## src/rtl/function_tester_pkg.sv

```systemverilog
// Shared types and constants for the function tester: FSM states, golden table and widths.
package function_tester_pkg;

  localparam int unsigned VEC_W   = 4;
  localparam int unsigned NUM_VEC = 16;
  localparam int unsigned ERR_W   = 5;
  localparam int unsigned CNT_W   = 4;

  localparam logic [NUM_VEC-1:0] DEFAULT_EXPECTED = 16'hDC51;

  typedef enum logic [2:0] {
    ST_IDLE   = 3'd0,
    ST_DRIVE  = 3'd1,
    ST_SETTLE = 3'd2,
    ST_SAMPLE = 3'd3,
    ST_DONE   = 3'd4
  } state_t;

endpackage

```

## src/rtl/function_tester_rail_driver.sv

```systemverilog
// Registers the stimulus vector and drives matched true/complement rails from the same edge.
module rail_driver
  import function_tester_pkg::*;
(
  input  logic             clk,
  input  logic             rst_n,
  input  logic             load,
  input  logic             clear,
  input  logic [VEC_W-1:0] vec,
  output logic [VEC_W-1:0] true_rail,
  output logic [VEC_W-1:0] comp_rail
);

  // Both rails always update together so they can never be equal.
  always_ff @(posedge clk) begin
    if (!rst_n || clear) begin
      true_rail <= '0;
      comp_rail <= '1;
    end else if (load) begin
      true_rail <= vec;
      comp_rail <= ~vec;
    end
  end

endmodule

```

## src/rtl/function_tester.sv

```systemverilog
// Sweeps all 16 input vectors through a 4-input function and compares its response
// against a golden truth table, reporting mismatch count and first failing index.
module function_tester
  import function_tester_pkg::*;
#(
  parameter int unsigned          SETTLE_CYCLES = 2,
  parameter logic [NUM_VEC-1:0]   EXPECTED      = DEFAULT_EXPECTED
) (
  input  logic             clk,
  input  logic             rst_n,
  input  logic             start,
  input  logic             abort,
  output logic             a,
  output logic             b,
  output logic             c,
  output logic             d,
  output logic             not_a,
  output logic             not_b,
  output logic             not_c,
  output logic             not_d,
  input  logic             dut_out,
  output logic             busy,
  output logic             done,
  output logic             pass,
  output logic [ERR_W-1:0] err_count,
  output logic [VEC_W-1:0] first_fail,
  output logic             fail_valid
);

  state_t             state_q, state_d;
  logic [VEC_W-1:0]   idx_q, idx_d;
  logic [CNT_W-1:0]   settle_q, settle_d;
  logic [ERR_W-1:0]   err_q, err_d;
  logic [VEC_W-1:0]   ff_q, ff_d;
  logic               fv_q, fv_d;
  logic               pass_q, pass_d;
  logic               done_q, done_d;
  logic               busy_q, busy_d;
  logic               load_c, clear_c;
  logic [VEC_W-1:0]   true_rail, comp_rail;

  always_ff @(posedge clk) begin
    if (!rst_n) begin
      state_q  <= ST_IDLE;
      idx_q    <= '0;
      settle_q <= '0;
      err_q    <= '0;
      ff_q     <= '0;
      fv_q     <= 1'b0;
      pass_q   <= 1'b0;
      done_q   <= 1'b0;
      busy_q   <= 1'b0;
    end else begin
      state_q  <= state_d;
      idx_q    <= idx_d;
      settle_q <= settle_d;
      err_q    <= err_d;
      ff_q     <= ff_d;
      fv_q     <= fv_d;
      pass_q   <= pass_d;
      done_q   <= done_d;
      busy_q   <= busy_d;
    end
  end

  always_comb begin
    state_d  = state_q;
    idx_d    = idx_q;
    settle_d = settle_q;
    err_d    = err_q;
    ff_d     = ff_q;
    fv_d     = fv_q;
    pass_d   = pass_q;
    done_d   = 1'b0;
    load_c   = 1'b0;
    clear_c  = 1'b0;

    case (state_q)
      ST_IDLE: begin
        if (start && !abort) begin
          state_d = ST_DRIVE;
          idx_d   = '0;
          err_d   = '0;
          ff_d    = '0;
          fv_d    = 1'b0;
          pass_d  = 1'b0;
          load_c  = 1'b1;
        end
      end
      ST_DRIVE: begin
        state_d  = ST_SETTLE;
        settle_d = CNT_W'(SETTLE_CYCLES);
      end
      ST_SETTLE: begin
        if (settle_q <= CNT_W'(1)) begin
          state_d  = ST_SAMPLE;
          settle_d = '0;
        end else begin
          settle_d = settle_q - CNT_W'(1);
        end
      end
      ST_SAMPLE: begin
        if (dut_out != EXPECTED[idx_q]) begin
          if (err_q != ERR_W'(NUM_VEC)) err_d = err_q + ERR_W'(1);
          if (!fv_q) begin
            ff_d = idx_q;
            fv_d = 1'b1;
          end
        end
        // Final vector: result and done become visible on the same edge.
        if (idx_q == VEC_W'(NUM_VEC - 1)) begin
          state_d = ST_DONE;
          done_d  = 1'b1;
          pass_d  = (err_d == '0);
          clear_c = 1'b1;
        end else begin
          state_d = ST_DRIVE;
          idx_d   = idx_q + VEC_W'(1);
          load_c  = 1'b1;
        end
      end
      ST_DONE: begin
        state_d = ST_IDLE;
      end
      default: begin
        state_d = ST_IDLE;
        clear_c = 1'b1;
      end
    endcase

    // Abort discards the sweep but keeps the partial error record.
    if (abort && state_q != ST_IDLE) begin
      state_d  = ST_IDLE;
      idx_d    = idx_q;
      settle_d = '0;
      err_d    = err_q;
      ff_d     = ff_q;
      fv_d     = fv_q;
      pass_d   = 1'b0;
      done_d   = 1'b0;
      load_c   = 1'b0;
      clear_c  = 1'b1;
    end

    busy_d = (state_d != ST_IDLE);
  end

  rail_driver u_rail_driver (
    .clk       (clk),
    .rst_n     (rst_n),
    .load      (load_c),
    .clear     (clear_c),
    .vec       (idx_d),
    .true_rail (true_rail),
    .comp_rail (comp_rail)
  );

  assign {a, b, c, d}                 = true_rail;
  assign {not_a, not_b, not_c, not_d} = comp_rail;
  assign busy       = busy_q;
  assign done       = done_q;
  assign pass       = pass_q;
  assign err_count  = err_q;
  assign first_fail = ff_q;
  assign fail_valid = fv_q;

endmodule

```

## config.mk

```make
export PLATFORM = sky130hd
export DESIGN_NAME = function_tester
export DESIGN_NICKNAME = d
export VERILOG_FILES = /design/src/rtl/function_tester_pkg.sv /design/src/rtl/function_tester_rail_driver.sv /design/src/rtl/function_tester.sv
export SDC_FILE = /design/constraint.sdc
export NUM_CORES = 1
export LEC_CHECK = 0
export CAP_MARGIN = 20
export CORE_MARGIN = 5
export CORE_UTILIZATION = 35
export DETAILED_ROUTE_END_ITERATION = 10
export SYNTH_ARGS = -nofsm -noshare
export SYNTH_HDL_FRONTEND = slang
export SYNTH_HIERARCHICAL = 1
export SYNTH_SLANG_ARGS = --single-unit
```

## constraint.sdc

```tcl
create_clock -name clk -period 5.7 [get_ports clk]
set_clock_uncertainty 0.2 [all_clocks]
set_input_delay 1.71 -clock clk [delete_from_list [all_inputs] [get_ports clk]]
set_output_delay 1.71 -clock clk [all_outputs]
set_load 0.01 [all_outputs]
```

==> impl_metrics.tcl, run 1 <==
set metrics [dict create \
    drc 0 \
    reg2regPathDepth 6 \
    gr-total-overflow 0 \
    hold_start "first_fail[1]" \
    fin_crit_sh_pct 65.9 \
    seqPwrFrac_pct 51.7 \
    holdWs_ns 0.276 \
    rsz0062_at_grt "no" \
    yosysSeqAreaShare_pct 39.3 \
    critPathMaxStageDelay_ns 0.52 \
    port_buffers 25 \
    timing.setup.tns_ns 0 \
    hold_viol_final 0 \
    min_path_cells 2 \
    share_comb_of_total_power_pct 12.8 \
    post-cts-setup-buffer-count 0 \
    worst_ep_arrival_time_ns 3.76 \
    gp_congestion 0.797 \
    antenna_left 0 \
    grt_max_degree 20 \
    synth-edff-count 0 \
    grt_antenna_before_repair 0 \
    crit_type "in2reg" \
    cts_sinks 33 \
    finish.utilization_pct 43.5 \
    initial_core_util_pct 35.8 \
    grt.total_usage_pct 12.4 \
    cts_root_buf "clkbuf_8" \
    core-area_um2 4690 \
    peakVddDrop_uv 122 \
    min_period_ns 3.76 \
    die_w_um 79.3 \
    synth_top_area_cell "dfxtp_1" \
    max_slew.worst_pin.slew_ns 0.739 \
    fin_area_um2 2040 \
    fin_nets 228 \
    top_level_ports 26 \
    cap_viol_max_count 0 \
    final_cell_mix "33 x dfxtp_1, 25 x clkdlybuf4s50_1, 19 x nor2_1" \
    dp_hpwl_um 2650 \
    place_area_um2 1960 \
    synth_area_leaders "dfxtp_1 39%, nor2_1 4.2%, a21oi_1 3.9%, ha_1 3.7%, nand2_1 3.1%" \
    syn_area_um2 1680 \
    post_cts_resize_count 0 \
    intPower_uw 346 \
    antennaDiodeCount 0 \
    htree_levels 2 \
    drive_gt1_share_pct 9.59 \
    synth_fp_nets 204 \
    min_path_type "reg2reg" \
    clkLatencyLatePin_ns 0.28 \
    synth_seq_cells 33 \
    min_to "first_fail[1]" \
    grt_pass1_wl_um 6190 \
    cts-buffers-inserted 5 \
    p_per_area_nw_per_um2 231 \
    ys_types 52 \
    status "completed" \
    p_leak_nw 0.769 \
    netlist_instances 194 \
    place_inst 265 \
    routed_wirelength_um 3560 \
    grt_pass1_vias 1321 \
    stdcell_count 273 \
    dieArea_um2 6290 \
    final_common_cell "dfxtp_1" \
    vias_per_cell 5.07 \
    die_height_um 79.3 \
    wl_per_cell_um 13.0 \
    r2r-end "u_rail_driver/comp_rail[0]" \
    syn_avg_cell_area_um2 8.67 \
    switching_power_uw 127 \
    cp-end-kind "register" \
    start_kind "primary input" \
    cp.required_ns 5.70 \
    relSlewSlack_pct 50.6 \
    vias 1384 \
    dr.pass1.iters 4 \
    ctsLongestPathBuffers 2 \
    max_freq_mhz 266 \
    synthDominantCellAreaShare_pct 39.3 \
    clockPowerShare_pct 35.5 \
    timing.rr.start "state_q[1]" \
    drt_iter0_markers 40 \
    worst-r2r-setup-slack_ns 3.41 \
    num_rows 25 \
    area_growth_pct 21.4 \
    cts_hold_buffers 0 \
    cp_max_fo 13 \
    setup_violations 0 \
    cts.clk_slew.worst_paths_ns 0.07 \
    path_cells "clkdlybuf4s50_1, and4bb_2, nand2_1, nand2_1, mux2i_1, and2_2, o21ai_0" \
    p_sw_share_pct 26.8 \
    cts_tree "built" \
    async_flop_share_pct 0 \
    yosysWarnings 6 \
    crit_top_cell "nand2_1" \
    maxSlewViolCount 0 \
    cpMaxStageDelayCell "clkdlybuf4s50_1" \
    ys.flop_type "dfxtp_1" \
]
## per-stage QoR
stage | setup WS (ns) | total power [mW]
after floorplan | 2.44 | 0.294
after global placement | 1.77 | 0.310
after detailed placement | 1.65 | 0.311
after CTS | 1.96 | 0.480
after global routing | 1.78 | 0.497
final | 1.94 | 0.473
## state kept, by name, summed over array words and instances (netlist names), named ones only
name,count
done,1
first_fail,4
idx_q,4
u_rail_driver/true_rail,4
settle_q,4
state_q,3
busy,1
pass,1
err_count,5
u_rail_driver/comp_rail,4
fail_valid,1
## per-layer routing
| metal | track usage [%] | routed length, um |
|---|---|---|
| met2 | 18.8 | 1590 |
| met5 | 0 | 0 |
| met1 | 16.6 | 1760 |
| met4 | 4.64 | 51 |
| met3 | 3.63 | 161 |
## power groups by stage
stage	Sequential, mW	Clock, mW	Combinational (mW)
floorplan	0.245	0	0.0492
global placement	0.250	0	0.0606
detailed placement	0.249	0	0.0612
CTS	0.244	0.174	0.0613
global route	0.246	0.184	0.0679
finish	0.244	0.168	0.0606
## cell usage after synthesis (3+ instances only)
| master | n |
|---|---|
| a21boi_1 | 4 |
| a21o_1 | 3 |
| a21oi_1 | 13 |
| and2_1 | 7 |
| and3_1 | 4 |
| buf_2 | 5 |
| dfxtp_1 | 33 |
| ha_1 | 5 |
| inv_1 | 6 |
| mux2i_1 | 5 |
| nand2_1 | 14 |
| nand3_1 | 6 |
| nand4_1 | 3 |
| nor2_1 | 19 |
| nor2b_1 | 4 |
| nor3_1 | 5 |
| o21ai_0 | 5 |
| o21ai_1 | 3 |
| xor2_1 | 4 |
## worst max-delay path: cells and delay by family
family	cells	cell delay [ns]
simple gates	4	1.16
compound gates	1	0.15
buf+inv	1	0.52
mux	1	0.22
## worst max-delay path by stage
stage               start                    endpoint  slack (ns)  cells after the start
floorplan           start               first_fail[0]        2.44                      5
global placement    abort  u_rail_driver/comp_rail[0]        1.77                      7
detailed placement  abort  u_rail_driver/comp_rail[0]        1.65                      7
CTS                 abort  u_rail_driver/comp_rail[0]        1.96                      7
global route        abort  u_rail_driver/comp_rail[0]        1.78                      7
finish              abort  u_rail_driver/comp_rail[0]        1.94                      7
## kinds of logic (layout without fill, tap and decap cells)
group | count (synthesis) | after routing | synth area share, %
xor+xnor | 5 | 5 | 2.60
buf+inv | 16 | 41 | 4.39
fa+ha+maj | 5 | 5 | 3.72
mux | 6 | 6 | 3.65
compound gates | 47 | 47 | 18.5
simple gates | 82 | 82 | 27.8
flops | 33 | 33 | 39.3
## cell type report
| type | instances | area (um2) |
|---|---|---|
| repair buffers | 25 | 250 |
| well taps | 54 | 67.6 |
| inverters | 8 | 30.0 |
| flip-flops and latches | 33 | 661 |
| clock buffers | 5 | 68.8 |
| fillers | 468 | 2650 |
| multi-input cells | 145 | 947 |
| clock inverters | 3 | 17.5 |
Note: power is estimated with default switching activity, not from simulation.
==> inputs of run 2 (changes only) <==
==> constraint.sdc (replaced) <==
create_clock -name clk -period 3.88 [get_ports clk]
set_clock_uncertainty 0.2 [all_clocks]
set_input_delay 1.164 -clock clk [delete_from_list [all_inputs] [get_ports clk]]
set_output_delay 1.164 -clock clk [all_outputs]
set_load 0.01 [all_outputs]
==> run 2 against run 1 <==
  * Critical path depth shrank 1
  * Via count grew 3.0%
  * First-iteration DRC count grew to 2.7 times the previous value
  * Largest power group unchanged
==> impl_metrics.tcl, run 2 (same netlist as run 1, synthesis figures left out) <==
set metrics [dict create \
    status "completed" \
    min_path_type "reg2reg" \
    reg2regPathDepth 5 \
    max_slew.worst_pin.slew_ns 0.507 \
    setup_violations 0 \
    grtUsageMet1_pct 16.6 \
    cts_hold_buffers 0 \
    dieArea_um2 6290 \
    worstSetupEndpoint "first_fail[2]" \
    grt_use_met3_pct 4.20 \
    largest_register_ffs 5 \
    grt_max_degree 13 \
    grt_pass1_wl_um 6130 \
    antenna_left 0 \
    cp_max_fo 7 \
    timing.rr.start "state_q[0]" \
    path_cells "clkdlybuf4s50_1, or3b_1, a211o_1, or3_4, nand3_1, a21boi_1" \
    min_period_ns 3.07 \
    cts.clk_slew.worst_paths_ns 0.06 \
    grt.total_usage_pct 12.4 \
    cts-buffers-inserted 5 \
    timing.setup.tns_ns 0 \
    cpMaxStageDelayCell "clkdlybuf4s50_1" \
    peakVddDrop_uv 174 \
    top_usage_layer "met2" \
    gp_congestion 0.787 \
    timing.critical_path.from "start" \
    final_common_cell "dfxtp_1" \
    cap_viol_max_count 0 \
    max_freq_mhz 326 \
    place_inst 269 \
    crit_type "in2reg" \
    final_cell_mix "33 x dfxtp_1, 25 x clkdlybuf4s50_1, 19 x nor2_1" \
    use_met2_pct 18.5 \
    rsz0062_at_grt "no" \
    cts_tree "built" \
    hold_viol_final 0 \
    relSlewSlack_pct 65.9 \
    stdcell_count 277 \
    cts_root_buf "clkbuf_8" \
    fin_nets 232 \
    grt_antenna_before_repair 0 \
    cp-end-kind "register" \
    ctsLongestPathBuffers 2 \
    setup_slack_ns 0.813 \
    dr.pass1.iters 4 \
    cp.required_ns 3.85 \
    gr-total-overflow 0 \
    worst-r2r-setup-slack_ns 1.73 \
    n_fill_cell 477 \
    htree_levels 2 \
    grt_pass1_vias 1305 \
    r2r-end "first_fail[2]" \
    post_cts_resize_count 0 \
    start_kind "primary input" \
    critPathMaxStageDelay_ns 0.51 \
    vias 1425 \
    die_w_um 79.3 \
    area_growth_pct 23.0 \
    post-cts-setup-buffer-count 0 \
    antennaDiodeCount 0 \
    initial_core_util_pct 35.8 \
    top_level_ports 26 \
    wl_per_cell_um 13.1 \
    hold_start "pass" \
    worst_ep_arrival_time_ns 3.04 \
    routed_wirelength_um 3640 \
    p_per_area_nw_per_um2 339 \
    num_rows 25 \
    maxSlewViolCount 0 \
    drive_gt1_share_pct 10.8 \
    holdWs_ns 0.274 \
    finish.utilization_pct 44.1 \
    die_height_um 79.3 \
    core-area_um2 4690 \
    port_buffers 25 \
    fin_crit_sh_pct 79.0 \
    drt_iter0_markers 107 \
    vias_per_cell 5.14 \
    p_leak_nw 0.790 \
    clkLatencyLatePin_ns 0.28 \
    dp_hpwl_um 2660 \
    cts_sinks 33 \
    drc 0 \
    dp_slack_ns 0.509 \
]
## run 2: cell types whose count changed in the layout (fill, tap and decap cells not counted), sizes merged
cell      before  now
buf            0    4
clkinvlp       1    0
clkbuf         5    6
## run 2: worst max-delay path: cells and delay by family
family | cells | cell delay (ns)
AOI/OAI and AO/OA | 2 | 0.48
and+or+nand+nor | 3 | 0.88
buffers and inverters | 1 | 0.51
## run 2: area by class of cell
class | count | area, um2 | share of cell area, %
Multi-Input combinational cell | 145 | 947 | 45.8
Tap cell | 54 | 67.6 | 3.27
Clock buffer | 6 | 72.6 | 3.51
Sequential cell | 33 | 661 | 31.9
Timing Repair Buffer | 29 | 280 | 13.6
Inverter | 8 | 30.0 | 1.45
Clock inverter | 2 | 10.0 | 0.484
## run 2: routing by layer
| metal | up-vias | routed length (um) |
|---|---|---|
| met2 | 27 | 1570 |
| met1 | 646 | 1840 |
| met5 | - | 0 |
| met4 | 0 | 64 |
| li1 | 746 | - |
| met3 | 6 | 162 |
## run 2: through the flow
stage / total power [mW] / cell area (um2)
global placement: 0.459 / 1990
global route: 0.738 / 2070
detailed placement: 0.460 / 1990
CTS: 0.712 / 2070
finish: 0.700 / 2070
floorplan: 0.432 / 1680
## run 2: how the worst min path moves through the flow
stage / to / slack (ns) / depth (start not counted)
after detailed placement: first_fail[1] / 0.26 / 2
after CTS: first_fail[0] / 0.28 / 2
after global placement: first_fail[0] / 0.26 / 2
after global routing: pass / 0.30 / 2
after floorplan: first_fail[1] / 0.26 / 2
final: pass / 0.27 / 2
## run 2: where the power goes
group,switching [mW],internal [mW]
combinational,0.0527,0.0396
clock,0.125,0.124
sequential,0.0115,0.348
